`src/rtl/mix_char_in_if.sv`:
```
// CPU/UART side signal bundle of the MIX character input unit.
// master drives the IN request, the received bytes and store; slave is the unit.
interface mix_char_in_if #(
  parameter int ADDR_W         = 12,
  parameter int CHAR_W         = 6,
  parameter int BYTES_PER_WORD = 5
);
  logic                             start;
  logic [5:0]                       field;
  logic [ADDR_W-1:0]                addressin;
  logic [7:0]                       rx_data;
  logic                             rx_valid;
  logic                             store;
  logic [BYTES_PER_WORD*CHAR_W-1:0] out;
  logic [ADDR_W-1:0]                addressout;
  logic                             request;
  logic                             stop;
  logic                             busy;
  logic                             overflow;

  modport master (
    output start, field, addressin, rx_data, rx_valid, store,
    input  out, addressout, request, stop, busy, overflow
  );

  modport slave (
    input  start, field, addressin, rx_data, rx_valid, store,
    output out, addressout, request, stop, busy, overflow
  );
endinterface

```
`src/rtl/mix_char_in_unit.sv`:
```
// MIX IN unit: FIFO-buffered serial bytes translated to MIX codes, packed into
// words and handed to the CPU one word per request/store handshake.
module mix_char_in_unit #(
  parameter int ADDR_W         = 12,
  parameter int CHAR_W         = 6,
  parameter int BYTES_PER_WORD = 5,
  parameter int FIFO_DEPTH     = 16,
  parameter int CARD_UNIT      = 16,
  parameter int CARD_WORDS     = 16,
  parameter int TERM_UNIT      = 19,
  parameter int TERM_WORDS     = 14
) (
  input logic         clk,
  input logic         reset,
  mix_char_in_if.slave bus
);

  localparam int WORD_W    = BYTES_PER_WORD * CHAR_W;
  localparam int PTR_W     = $clog2(FIFO_DEPTH);
  localparam int CC_W      = $clog2(BYTES_PER_WORD);
  localparam int MAX_WORDS = (CARD_WORDS > TERM_WORDS) ? CARD_WORDS : TERM_WORDS;
  localparam int WC_W      = $clog2(MAX_WORDS + 1);

  localparam logic [5:0]      CARD_U    = 6'(CARD_UNIT);
  localparam logic [5:0]      TERM_U    = 6'(TERM_UNIT);
  localparam logic [WC_W-1:0] CARD_LEN  = WC_W'(CARD_WORDS);
  localparam logic [WC_W-1:0] TERM_LEN  = WC_W'(TERM_WORDS);
  localparam logic [CC_W-1:0] LAST_CHAR = CC_W'(BYTES_PER_WORD - 1);
  localparam logic [PTR_W:0]  FULL_CNT  = (PTR_W+1)'(FIFO_DEPTH);

  typedef enum logic [1:0] {IDLE, FILL, WAIT_STORE} state_t;

  function automatic logic [CHAR_W-1:0] map_char(input logic [7:0] b);
    logic [7:0] u;
    u = (b >= 8'h61 && b <= 8'h7A) ? b - 8'h20 : b;
    map_char = '0;
    if (u >= 8'h41 && u <= 8'h49)      map_char = CHAR_W'(u - 8'h41 + 8'd1);
    else if (u >= 8'h4A && u <= 8'h52) map_char = CHAR_W'(u - 8'h4A + 8'd11);
    else if (u >= 8'h53 && u <= 8'h5A) map_char = CHAR_W'(u - 8'h53 + 8'd22);
    else if (u >= 8'h30 && u <= 8'h39) map_char = CHAR_W'(u - 8'h30 + 8'd30);
    else begin
      case (u)
        8'h2E:   map_char = CHAR_W'(40);
        8'h2C:   map_char = CHAR_W'(41);
        8'h28:   map_char = CHAR_W'(42);
        8'h29:   map_char = CHAR_W'(43);
        8'h2B:   map_char = CHAR_W'(44);
        8'h2D:   map_char = CHAR_W'(45);
        8'h2A:   map_char = CHAR_W'(46);
        8'h2F:   map_char = CHAR_W'(47);
        8'h3D:   map_char = CHAR_W'(48);
        8'h24:   map_char = CHAR_W'(49);
        8'h3C:   map_char = CHAR_W'(50);
        8'h3E:   map_char = CHAR_W'(51);
        8'h40:   map_char = CHAR_W'(52);
        8'h3B:   map_char = CHAR_W'(53);
        8'h3A:   map_char = CHAR_W'(54);
        8'h27:   map_char = CHAR_W'(55);
        default: map_char = '0;
      endcase
    end
  endfunction

  state_t            state, state_nxt;
  logic [7:0]        fifo_mem [FIFO_DEPTH];
  logic [PTR_W-1:0]  wr_ptr, rd_ptr;
  logic [PTR_W:0]    fifo_cnt;
  logic [5:0]        unit;
  logic [ADDR_W-1:0] pend_addr;
  logic              pend, pad;
  logic [CC_W-1:0]   char_cnt;
  logic [WC_W-1:0]   word_cnt;

  logic              fifo_empty, fifo_full, push, pop;
  logic [7:0]        head;
  logic              head_ctrl, take_char, word_done;
  logic              start_idle, start_busy, accept_store, block_done, pend_now;
  logic [ADDR_W-1:0] pend_addr_now;
  logic [WC_W-1:0]   blk_len, word_cnt_inc;
  logic [CHAR_W-1:0] new_char;

  assign fifo_empty    = (fifo_cnt == '0);
  assign fifo_full     = (fifo_cnt == FULL_CNT);
  assign push          = bus.rx_valid && (!fifo_full || pop);
  assign head          = fifo_mem[rd_ptr];
  assign head_ctrl     = (head < 8'h20) || (head == 8'h7F);
  assign take_char     = (state == FILL) && (pad || (!fifo_empty && !head_ctrl));
  assign new_char      = pad ? '0 : map_char(head);
  assign word_done     = take_char && (char_cnt == LAST_CHAR);
  assign start_idle    = bus.start && !bus.busy;
  assign start_busy    = bus.start && bus.busy;
  assign accept_store  = (state == WAIT_STORE) && bus.request && bus.store;
  assign blk_len       = (unit == CARD_U) ? CARD_LEN : TERM_LEN;
  assign word_cnt_inc  = word_cnt + 1'b1;
  assign block_done    = accept_store && (word_cnt_inc == blk_len);
  // A start coinciding with the block-ending store still counts as queued.
  assign pend_now      = pend || start_busy;
  assign pend_addr_now = pend ? pend_addr : bus.addressin;

  always_comb begin
    state_nxt = state;
    pop       = 1'b0;
    case (state)
      IDLE: begin
        if (start_idle && (bus.field == CARD_U || bus.field == TERM_U)) state_nxt = FILL;
      end
      FILL: begin
        pop = !pad && !fifo_empty;
        if (word_done) state_nxt = WAIT_STORE;
      end
      WAIT_STORE: begin
        if (accept_store) state_nxt = (block_done && !pend_now) ? IDLE : FILL;
      end
      default: state_nxt = IDLE;
    endcase
  end

  always_ff @(posedge clk) begin
    if (reset) state <= IDLE;
    else       state <= state_nxt;
  end

  always_ff @(posedge clk) begin
    if (push) fifo_mem[wr_ptr] <= bus.rx_data;
    if (start_busy && !pend) pend_addr <= bus.addressin;
  end

  always_ff @(posedge clk) begin
    if (reset) begin
      wr_ptr         <= '0;
      rd_ptr         <= '0;
      fifo_cnt       <= '0;
      unit           <= '0;
      pend           <= 1'b0;
      pad            <= 1'b0;
      char_cnt       <= '0;
      word_cnt       <= '0;
      bus.out        <= '0;
      bus.addressout <= '0;
      bus.request    <= 1'b0;
      bus.stop       <= 1'b0;
      bus.busy       <= 1'b0;
      bus.overflow   <= 1'b0;
    end else begin
      bus.stop <= 1'b0;
      bus.busy <= (state_nxt != IDLE);
      if (push) wr_ptr <= wr_ptr + 1'b1;
      if (pop)  rd_ptr <= rd_ptr + 1'b1;
      case ({push, pop})
        2'b10:   fifo_cnt <= fifo_cnt + 1'b1;
        2'b01:   fifo_cnt <= fifo_cnt - 1'b1;
        default: ;
      endcase
      if (bus.rx_valid && fifo_full && !pop) bus.overflow <= 1'b1;

      if (start_idle) begin
        unit           <= bus.field;
        bus.addressout <= bus.addressin;
        bus.stop       <= 1'b1;
      end
      if (pop && head == 8'h0D && unit == TERM_U) pad <= 1'b1;
      if (take_char) begin
        bus.out  <= {bus.out[WORD_W-CHAR_W-1:0], new_char};
        char_cnt <= word_done ? '0 : char_cnt + 1'b1;
        if (word_done) bus.request <= 1'b1;
      end

      if (accept_store) begin
        bus.request    <= 1'b0;
        bus.out        <= '0;
        bus.addressout <= bus.addressout + 1'b1;
        if (block_done) begin
          pad      <= 1'b0;
          word_cnt <= '0;
          if (pend_now) begin
            pend           <= 1'b0;
            bus.addressout <= pend_addr_now;
            bus.stop       <= 1'b1;
          end
        end else begin
          word_cnt <= word_cnt_inc;
        end
      end
      if (start_busy && !pend && !block_done) pend <= 1'b1;
    end
  end

endmodule

```
`src/flat_wrapper.sv`:
```
// flat-port wrapper written by rule: the top's interface ports become plain ports
module mix_char_in_unit_flat 
#(
  parameter int ADDR_W         = 12,
  parameter int CHAR_W         = 6,
  parameter int BYTES_PER_WORD = 5,
  parameter int FIFO_DEPTH     = 16,
  parameter int CARD_UNIT      = 16,
  parameter int CARD_WORDS     = 16,
  parameter int TERM_UNIT      = 19,
  parameter int TERM_WORDS     = 14
)
  (clk, reset, bus_start, bus_field, bus_addressin, bus_rx_data, bus_rx_valid, bus_store, bus_out, bus_addressout, bus_request, bus_stop, bus_busy, bus_overflow);
  mix_char_in_if #(.ADDR_W(ADDR_W), .CHAR_W(CHAR_W), .BYTES_PER_WORD(BYTES_PER_WORD)) bus_i ();
  input logic clk;
  input logic reset;
  input wire logic [$bits(bus_i.start)-1:0] bus_start;
  input wire logic [$bits(bus_i.field)-1:0] bus_field;
  input wire logic [$bits(bus_i.addressin)-1:0] bus_addressin;
  input wire logic [$bits(bus_i.rx_data)-1:0] bus_rx_data;
  input wire logic [$bits(bus_i.rx_valid)-1:0] bus_rx_valid;
  input wire logic [$bits(bus_i.store)-1:0] bus_store;
  output wire logic [$bits(bus_i.out)-1:0] bus_out;
  output wire logic [$bits(bus_i.addressout)-1:0] bus_addressout;
  output wire logic [$bits(bus_i.request)-1:0] bus_request;
  output wire logic [$bits(bus_i.stop)-1:0] bus_stop;
  output wire logic [$bits(bus_i.busy)-1:0] bus_busy;
  output wire logic [$bits(bus_i.overflow)-1:0] bus_overflow;
  assign bus_i.start = bus_start;
  assign bus_i.field = bus_field;
  assign bus_i.addressin = bus_addressin;
  assign bus_i.rx_data = bus_rx_data;
  assign bus_i.rx_valid = bus_rx_valid;
  assign bus_i.store = bus_store;
  assign bus_out = bus_i.out;
  assign bus_addressout = bus_i.addressout;
  assign bus_request = bus_i.request;
  assign bus_stop = bus_i.stop;
  assign bus_busy = bus_i.busy;
  assign bus_overflow = bus_i.overflow;
  mix_char_in_unit #(.ADDR_W(ADDR_W), .CHAR_W(CHAR_W), .BYTES_PER_WORD(BYTES_PER_WORD), .FIFO_DEPTH(FIFO_DEPTH), .CARD_UNIT(CARD_UNIT), .CARD_WORDS(CARD_WORDS), .TERM_UNIT(TERM_UNIT), .TERM_WORDS(TERM_WORDS)) u_core (.clk(clk), .reset(reset), .bus(bus_i));
endmodule
```
`config.mk`:
```
export PLATFORM = sky130hd
export DESIGN_NAME = mix_char_in_unit_flat
export DESIGN_NICKNAME = d
export VERILOG_FILES = /design/src/rtl/mix_char_in_if.sv /design/src/rtl/mix_char_in_unit.sv /design/src/flat_wrapper.sv
export SDC_FILE = /design/constraint.sdc
export NUM_CORES = 1
export LEC_CHECK = 0
export ABC_AREA = 0
export BUFFER_PORTS_ARGS = -buffer_cell sky130_fd_sc_hd__buf_2
export CAP_MARGIN = 10
export CORE_ASPECT_RATIO = 1.25
export CORE_MARGIN = 5
export CORE_UTILIZATION = 40
export DETAILED_ROUTE_END_ITERATION = 8
export PLACE_DENSITY_LB_ADDON = 0.15
export SETUP_SLACK_MARGIN = 0.02
export SLEW_MARGIN = 20
export SYNTH_ARGS = -nofsm -noshare
export SYNTH_HDL_FRONTEND = slang
export SYNTH_SLANG_ARGS = --single-unit
```
`constraint.sdc`:
```
create_clock -name clk -period 6.5 [get_ports clk]
set_input_delay 0.325 -clock clk [delete_from_list [all_inputs] [get_ports clk]]
set_output_delay 0.325 -clock clk [all_outputs]
set_load 0.005 [all_outputs]
```
Word-level counts from Yosys, hierarchy flattened:

Memory sizes are Yosys's and may differ from the RTL's. A register that Yosys moved wholly into a read port is not among the register bits.
Index checks and enable logic that the tools add are counted.

* input bits: 31
* memory bits (writable): 128
* logic and storage cells: 158
* output and inout bits: 46
* memory bits (read-only): 0
* register bits after elaboration: 89
* latch bits: 0
* memories: 1

* multiplexer cells: 37
* reduce and logical (&&, ||, !) cells: 48
* shift-type cells: 0
* $lt $le $gt $ge: 11
* divide/modulo/power cells: 0
* bitwise logic cells: 0
* eq/ne operators: 29
* add/sub/neg operators: 16
* multiply operators: 0

Memories
* u_core.fifo_mem: words 16, width 8, read ports 1, clocked after memory_dff 1, write ports 1, RTL line mix_char_in_unit.sv:65 `logic [7:0] fifo_mem [FIFO_DEPTH];`

Operators with widths (count)
* 8-bit by 6-bit equality test with 1-bit output (second input constant): 15
* 6-bit case mux with 16 select lines: 1
* 12-bit 2-to-1 mux: 5
* 8-bit by 7-bit >= comparator with 1-bit output (second input constant): 4
* 8-bit by 7-bit less-or-equal comparator with 1-bit output (second input constant): 4
* 6-bit 2-to-1 mux: 5
* 6-bit by 5-bit equality test with 1-bit output (second input constant): 4
* 1-bit logical AND: 23
* 8-bit by 7-bit equality test with 1-bit output (second input constant): 2
* 1-bit 2-to-1 mux: 15
* 12-bit by 1-bit adder with 12-bit output (second input constant): 1
* 6-bit by 5-bit adder with 6-bit output (second input constant): 2
* 2-bit nonzero test: 6
* 5-bit by 1-bit adder with 5-bit output (second input constant): 2
* 5-bit 2-to-1 mux: 2
* 5-bit case mux with 2 select lines: 1
* 1-bit zero test: 9
* 4-bit by 1-bit adder with 4-bit output (second input constant): 2
* 8-bit by 4-bit equality test with 1-bit output (second input constant): 1
* 8-bit by 6-bit >= comparator with 1-bit output (second input constant): 1
* 8-bit by 6-bit less-or-equal comparator with 1-bit output (second input constant): 1
* 8-bit by 6-bit less-than comparator with 1-bit output (second input constant): 1
* 4-bit 2-to-1 mux: 2
* 8-bit 2-to-1 mux: 1
* 23 further kinds: 31

Logic depth before layout (Yosys ltp):

Gate-level depths: netlist of the first run.

* depth in word-level cells: 10
* mapped depth: 20
* mapped depth without buffers: 14

Worst setup path before layout of the first run:

OpenSTA, ideal clock, no wires.

* kind: register to register
* start point: register with a tool-made name
* end point: register u_core.bus.out[1]
* arrival time: 3803 ps
* data required time: 6420 ps
* path slack: 2617 ps
* buffers on the path: 4
* clock period less this slack: 3883 ps
* setup time: 80 ps
* cell stages (with the launch flop): 19
* cell sequence: dfxtp_1 buf_6 buf_12 buf_12 mux4_2 a22o_4 nor2_8 inv_1 ha_1 clkbuf_1 nand3b_1 a21o_1 a211oi_1 a211oi_1 o21a_2 nand2_1 nand3_1 or3_1 o211ai_1

RTL lines
* end signal, assigned: RTL line mix_char_in_unit.sv:163 `bus.out <= {bus.out[WORD_W-CHAR_W-1:0], new_char};`
* end, declared: RTL line mix_char_in_if.sv:28 `output out, addressout, request, stop, busy, overflow`

==> impl_metrics.tcl, run 1 <==
set metrics [dict create \
    grt_first_pass_wirelength_um 37300 \
    grt_pass1_vias 6693 \
    use_met1_pct 20.3 \
    cpPeakStageDelay_ns 0.81 \
    finalSetupViolCount 0 \
    syn_nets 926 \
    die_y_um 190 \
    yosys.area.top_type_share_pct 40.7 \
    gp_congestion 0.868 \
    wl_per_cell_um 18.7 \
    use_met2_pct 27.4 \
    core_sq_um 25400 \
    root_buffer "clkbuf_16" \
    viasPerCell 5.44 \
    slew_viol_final 0 \
    rsz0062_at_grt "false" \
    crit_fanout 14 \
    grt.overflow.total 0 \
    port_buffers 76 \
    p_per_area_nw_per_um2 253 \
    ys_seq_elements 221 \
    end_kind "flip-flop" \
    hpwl_um 16100 \
    crit_slowest_cell "dfxtp_1" \
    ant_nets 0 \
    syn_area_per_cell_sq_um 11.9 \
    num_vias 6980 \
    hold_viol 0 \
    grt_max_degree 47 \
    drt_first_pass_iters 5 \
    p_leak_nw 4.30 \
    vdd_drop_max_v 0.000166 \
    startpoint_type "flip-flop" \
    cts.sinks 221 \
    async_flop_share_pct 0 \
    post-route-period-util_pct 70.6 \
    min_path_type "in -> reg" \
    relSlewSlack_pct 23.2 \
    critical_path_class "reg -> reg" \
    yosysWarnings 0 \
    drc 0 \
    crit_family "compound AO/OA/AOI/OAI gates" \
    synth_flop_cell "edfxtp_1" \
    cpMostUsedCell "a211oi_1" \
    path_cells "buf_4 > mux4_2 > a22o_4 > nor2_8 > inv_1 > ha_1 > nand3b_1 > a21o_1 > a211oi_1 > a211oi_1 > o21a_2 > nand2_1 > nand3_1 > or3_1 > o211ai_1" \
    cts_tree "done" \
    use_met3_pct 2.78 \
    timing.fmax_mhz 218 \
    synth_edf_count 140 \
    synth_area_sq_um 10300 \
    clk_pin_slew_ns 0.06 \
    start_util_pct 40.7 \
    skew_ns 0.0109 \
    dieArea_sq_um 29100 \
    fp-row-count 65 \
    cp.arrival_ns 5.02 \
    fin_util_pct 45.9 \
    synth_top_cell_by_area "edfxtp_1" \
    cts_resized 0 \
    nets 988 \
    timing.setup.tns_ns 0 \
    status "finished, final reports clean" \
    synth_area_leaders "edfxtp_1, dfxtp_1, mux4_1" \
    cts_hold_buf 0 \
    synth_cells 870 \
    cts_setup_buffers 0 \
    grt-busiest-layer "met2" \
    insertedDiodeCount 0 \
    synth_seq_area_share_pct 56.4 \
    worstPathRequired_ns 6.92 \
    io_pins 77 \
    htree_levels 1 \
    drv_cap 0 \
    crit_buf_inv 2 \
    area_growth_pct 12.7 \
    antenna_found_initial 0 \
    synth_cell_types 73 \
    drt_wl_total_um 24000 \
    drive_gt1_share_pct 15.8 \
    cts-buffers-inserted 23 \
    max-clock-path-buffers 3 \
    drt-initial-drc-count 361 \
    worstSkewPairLatency_ns 0.51 \
    die_x_um 154 \
    grt_usage_pct 15.9 \
    tightest_slew_ns 1.15 \
    layout_min_cycle_time_ns 4.59 \
]
synth_stat cells, types with 3 or more instances:
master	count
nor2_1	97
mux4_2	8
mux2i_1	38
o211ai_1	4
a31oi_1	7
inv_1	21
a211oi_1	12
and3_1	10
a22o_1	3
nor3_1	18
buf_1	5
xnor2_1	11
a311oi_1	7
a21oi_1	48
dfxtp_1	81
buf_4	4
nand2_1	100
mux4_1	20
nand4_1	9
a211o_1	3
a22oi_1	3
xor2_1	17
nor3b_1	3
and2_1	4
nand3_1	19
and4_1	7
clkbuf_1	26
or3_1	4
o21ai_0	18
buf_2	5
nor4_1	6
buf_6	6
o22ai_1	9
a21o_1	6
nor2b_1	9
nand2b_1	9
edfxtp_1	140
ha_1	24
o221ai_1	3
registers in the layout, indices dropped and copies added (netlist names), named ones only:
signal	flops
u_core.wr_ptr	4
u_core.bus.busy	1
u_core.pend_addr	12
u_core.rd_ptr	4
u_core.word_cnt	5
u_core.bus.addressout	12
u_core.bus.overflow	1
u_core.bus.out	30
u_core.fifo_mem	128
u_core.pend	1
u_core.pad	1
u_core.bus.stop	1
u_core.bus.request	1
u_core.state	2
u_core.char_cnt	3
u_core.fifo_cnt	5
u_core.unit	6
worst register-to-register path: stages (launching register included):
cell,delay (ns)
dfxtp_1,0.81
buf_4,0.32
mux4_2,0.35
a22o_4,0.30
nor2_8,0.19
inv_1,0.12
ha_1,0.33
nand3b_1,0.21
a21o_1,0.19
a211oi_1,0.37
a211oi_1,0.13
o21a_2,0.26
nand2_1,0.13
nand3_1,0.25
or3_1,0.45
o211ai_1,0.09
per-layer routing:
layer	share of wire [%]	vias to the layer above
met1	43	3378
met5	0	-
met3	4.8	50
met4	2.9	0
met2	49	176
li1	-	3376
cell families after synthesis:
family / synth area share (%)
adder cells (fa/ha/maj): 3.10
multiplexers: 10.6
XOR/XNOR: 2.38
AO/OA/AOI/OAI: 9.87
buffers and inverters: 3.51
AND/OR/NAND/NOR: 14.1
flip-flops: 56.4
report_power, final:
group | leakage (nW) | switching (mW) | total, mW | internal [mW]
Sequential | 1.92 | 0.0139 | 1.52 | 1.51
Combinational | 2.04 | 0.138 | 0.213 | 0.0751
Clock | 0.333 | 0.536 | 1.21 | 0.674
path summary, 6_finish.rpt:
check / start / endpoint / slack [ns] / cells after the start
setup / recovery: flip-flop / u_core.bus.out[1] / 1.91 / 15
hold / removal: bus_addressin[11] / u_core.pend_addr[11] / 0.03 / 1
setup reg to reg: flip-flop / u_core.bus.out[1] / 1.91 / 15
hold reg to reg: u_core.unit[4] / u_core.unit[4] / 0.45 / 2
cell type report:
cell class                      instances  area, sq um
Inverter                               21         78.8
Fill cell                            2368        13700
Clock inverter                         15         85.1
Multi-Input combinational cell        579         4160
Sequential cell                       221         5830
Tap cell                              335          419
Clock buffer                           26          608
Timing Repair Buffer                   86          455
stage by stage:
stage                     hold slack, ns  instance area, sq um  power (mW)  instances  worst slack [ns]
after detailed placement           0.446                 10900        1.77       1242              1.96
final                             0.0270                 11600        2.95       1283              1.91
after CTS                         0.0126                 11600        2.98       1283              1.92
after global placement             0.442                 10900        1.77       1242              1.97
after floorplan                    0.424                 10300        1.69        870              2.62
after global routing              0.0104                 11600        3.07       1283              1.67
cell usage in the layout, fill, tap and decap left out, types with 5 or more instances in the layout:
master / instances
ha_1: 24
mux4_2: 8
a21o_1: 6
a31oi_1: 7
mux2i_1: 38
o21ai_0: 18
nor4_1: 6
buf_4: 10
nand4_1: 9
o22ai_1: 9
edfxtp_1: 140
nand2b_1: 8
dfxtp_1: 80
clkbuf_16: 24
nand2_1: 100
a211oi_1: 12
xnor2_1: 11
buf_2: 76
nor2_1: 96
xor2_1: 17
inv_1: 21
and4_1: 7
clkinv_2: 5
a311oi_1: 7
a21oi_1: 48
and3_1: 10
nor2b_1: 9
nand3_1: 19
mux4_1: 20
nor3_1: 16
Note: power is estimated with default switching activity, not from simulation.
==> inputs of run 2 (changes only) <==
--- a/config.mk
+++ b/config.mk
@@ -5,7 +5,7 @@
 export SDC_FILE = /design/constraint.sdc
 export NUM_CORES = 1
 export LEC_CHECK = 0
-export ABC_AREA = 0
+export ABC_AREA = 1
 export BUFFER_PORTS_ARGS = -buffer_cell sky130_fd_sc_hd__buf_2
 export CAP_MARGIN = 10
 export CORE_ASPECT_RATIO = 1.25
==> constraint.sdc (replaced) <==
create_clock -name clk -period 4.52 [get_ports clk]
set_input_delay 0.226 -clock clk [delete_from_list [all_inputs] [get_ports clk]]
set_output_delay 0.226 -clock clk [all_outputs]
set_load 0.005 [all_outputs]
==> run 2 against run 1 <==
Non-clock buffer count increased by 17. First-iteration DRC count rose by 19%. Cell count rose by 29%. Combinational power grew 71%. Clock skew is 0.0068 ns higher. Via count rose by 20%. Worst setup slack got worse by 1.3 ns.
==> impl_metrics.tcl, run 2 <==
set metrics [dict create \
    p_leak_nw 5.00 \
    area_growth_pct 14.4 \
    crit_family "simple AND/OR/NAND/NOR gates" \
    syn_nets 1276 \
    synth_seq_area_share_pct 54.8 \
    synth_top_cell_by_area "edfxtp_1" \
    rsz0062_at_grt "false" \
    fp-row-count 66 \
    vdd_drop_max_v 0.000313 \
    cpPeakStageDelay_ns 0.35 \
    yosys.cell_count.top_type "nand2_1" \
    ant_nets 0 \
    grt_first_pass_wirelength_um 43200 \
    max-clock-path-buffers 3 \
    root_buffer "clkbuf_16" \
    viasPerCell 5.03 \
    insertedDiodeCount 0 \
    drt_first_pass_iters 5 \
    synth_area_sq_um 10600 \
    synth_cell_types 46 \
    slew_viol_final 0 \
    gp_congestion 0.884 \
    worstPathRequired_ns 4.93 \
    largest_register_ffs 128 \
    worstSkewPairLatency_ns 0.51 \
    yosys.area.top_type_share_pct 39.5 \
    htree_levels 1 \
    die_x_um 156 \
    startpoint_type "flip-flop" \
    synth_area_leaders "edfxtp_1, dfxtp_1, nand2_1" \
    fin_util_pct 46.6 \
    start_util_pct 40.8 \
    io_pins 77 \
    die_y_um 192 \
    synth_commonest_cells "nand2_1, edfxtp_1, inv_1, nor2_1, nand3_1" \
    yosysWarnings 0 \
    clk_pin_slew_ns 0.06 \
    end_kind "flip-flop" \
    drt-initial-drc-count 430 \
    num_vias 8356 \
    synth_cells 1220 \
    cts_tree "done" \
    cts.sinks 221 \
    grt_usage_pct 17.7 \
    crit_slowest_cell "inv_2" \
    grt_pass1_vias 8229 \
    wl_per_cell_um 16.0 \
    post-route-period-util_pct 86.2 \
    synth_flop_cell "edfxtp_1" \
    top_regs "u_core.fifo_mem (128), u_core.bus.out (30)" \
    antenna_found_initial 0 \
    drc 0 \
    timing.setup.tns_ns 0 \
    syn_area_per_cell_sq_um 8.72 \
    async_flop_share_pct 0 \
    status "finished, final reports clean" \
    skew_ns 0.0178 \
    ys_seq_elements 221 \
    cp.arrival_ns 4.31 \
    drive_gt1_share_pct 12.7 \
    cpMostUsedCell "nand2_1" \
    finalSetupViolCount 0 \
    final_cell_mix "nand2_1, edfxtp_1, inv_1" \
    p_total_mw 4.35 \
    grt.overflow.total 0 \
    cts-buffers-inserted 23 \
    port_buffers 76 \
    hpwl_um 17700 \
    grt_max_degree 73 \
    crit_buf_inv 5 \
    relSlewSlack_pct 32.7 \
    p_per_area_nw_per_um2 358 \
    nets 1359 \
    dieArea_sq_um 30000 \
    core_sq_um 26100 \
    tightest_slew_ns 1.01 \
    crit_fanout 23 \
    final_common_cell "nand2_1" \
    drt_wl_total_um 26600 \
    regMostFlops "u_core.fifo_mem" \
    timing.fmax_mhz 257 \
    hold_viol 0 \
    synth_edf_count 140 \
    layout_min_cycle_time_ns 3.89 \
    drv_cap 0 \
    critical_path_class "reg -> reg" \
    min_path_type "in -> reg" \
]
run 2: cell count changes after synthesis, moves of 10 or more:
| cell | before | now |
|---|---|---|
| a211oi_1 | 12 | 1 |
| a21oi_1 | 48 | 72 |
| and3_1 | 10 | 0 |
| inv_1 | 21 | 127 |
| inv_2 | 0 | 15 |
| mux2i_1 | 38 | 0 |
| mux4_1 | 20 | 0 |
| nand2_1 | 100 | 295 |
| nand2_2 | 0 | 14 |
| nand3_1 | 19 | 109 |
| nor2_1 | 97 | 124 |
| o211ai_1 | 4 | 15 |
| o21ai_0 | 18 | 50 |
| o21ai_1 | 2 | 20 |
run 2: kinds of logic (layout without fill, tap and decap cells):
| kind of cell | Yosys count | after routing | synth area share (%) |
|---|---|---|---|
| buffers and inverters | 189 | 289 | 7.35 |
| AOI/OAI and AO/OA | 183 | 183 | 9.75 |
| DFF | 221 | 221 | 54.8 |
| adders and majority gates | 25 | 25 | 3.01 |
| xor gates and xnor gates | 18 | 18 | 1.48 |
| and+or+nand+nor | 584 | 584 | 23.6 |
run 2: final timing paths:
check,start,end,slack [ns],depth (start not counted)
setup / recovery,flip-flop,u_core.bus.out[2],0.63,27
hold reg to reg,u_core.bus.overflow,u_core.bus.overflow,0.46,2
setup reg to reg,flip-flop,u_core.bus.out[2],0.63,27
hold / removal,bus_field[4],u_core.unit[4],0.04,3
run 2: report_power, final:
part / internal, mW / switching [mW]
Combinational: 0.116 / 0.248
Clock: 1.01 / 0.784
Sequential: 2.18 / 0.0196
Total: 3.30 / 1.05
run 2: per-stage QoR:
stage               hold WS [ns]  instance area [sq um]  cells  setup slack (ns)
global route              0.0367                  12200   1660             0.232
finish                    0.0386                  12200   1660             0.625
global placement           0.435                  11300   1601             0.515
floorplan                  0.305                  10600   1220              1.52
detailed placement         0.435                  11300   1601             0.452
CTS                       0.0225                  12200   1660             0.448
run 2: layout make-up:
type	instances	area, sq um
flip-flops and latches	221	5830
multi-input cells	810	4030
well taps	340	425
clock inverters	10	52.6
repair buffers	103	638
fillers	2600	13900
inverters	144	543
clock buffers	32	653
run 2: what timing repair did:
item                       4_1_cts  5_1_grt
gates resized for setup          0        2
hold buffers                    17        0
buffers inserted                 0        0
setup endpoints to repair        0        1
hold endpoints to repair        17        0
run 2: metal layers:
metal  vias up  global-route usage (%)  routed length [um]
met5         -                       0                   0
met3        36                    2.56                1210
met2       191                    31.3               13200
li1       4217                       -                   -
met4         0                    5.15                 536
met1      3912                    22.5               11600
run 2: worst register-to-register path, stage by stage, from the launching register on:
cell and delay, ns:
dfxtp_1 0.32, inv_2 0.35, buf_4 0.34, nor2_1 0.08
o21ai_0 0.08, nand3_1 0.10, nand3_1 0.09, nand2_1 0.22
inv_1 0.25, ha_1 0.20, inv_1 0.06, nor2_1 0.14
nand3_1 0.10, nand2_1 0.08, inv_2 0.06, nand2_2 0.11
nand2_2 0.10, nor2_1 0.29, nand2_1 0.16, nor2_1 0.13
nor2_1 0.06, nand2_1 0.08, nand2_1 0.06, nand2_1 0.06
nand2_1 0.06, nand2_1 0.06, nand2_1 0.05, a21oi_1 0.11
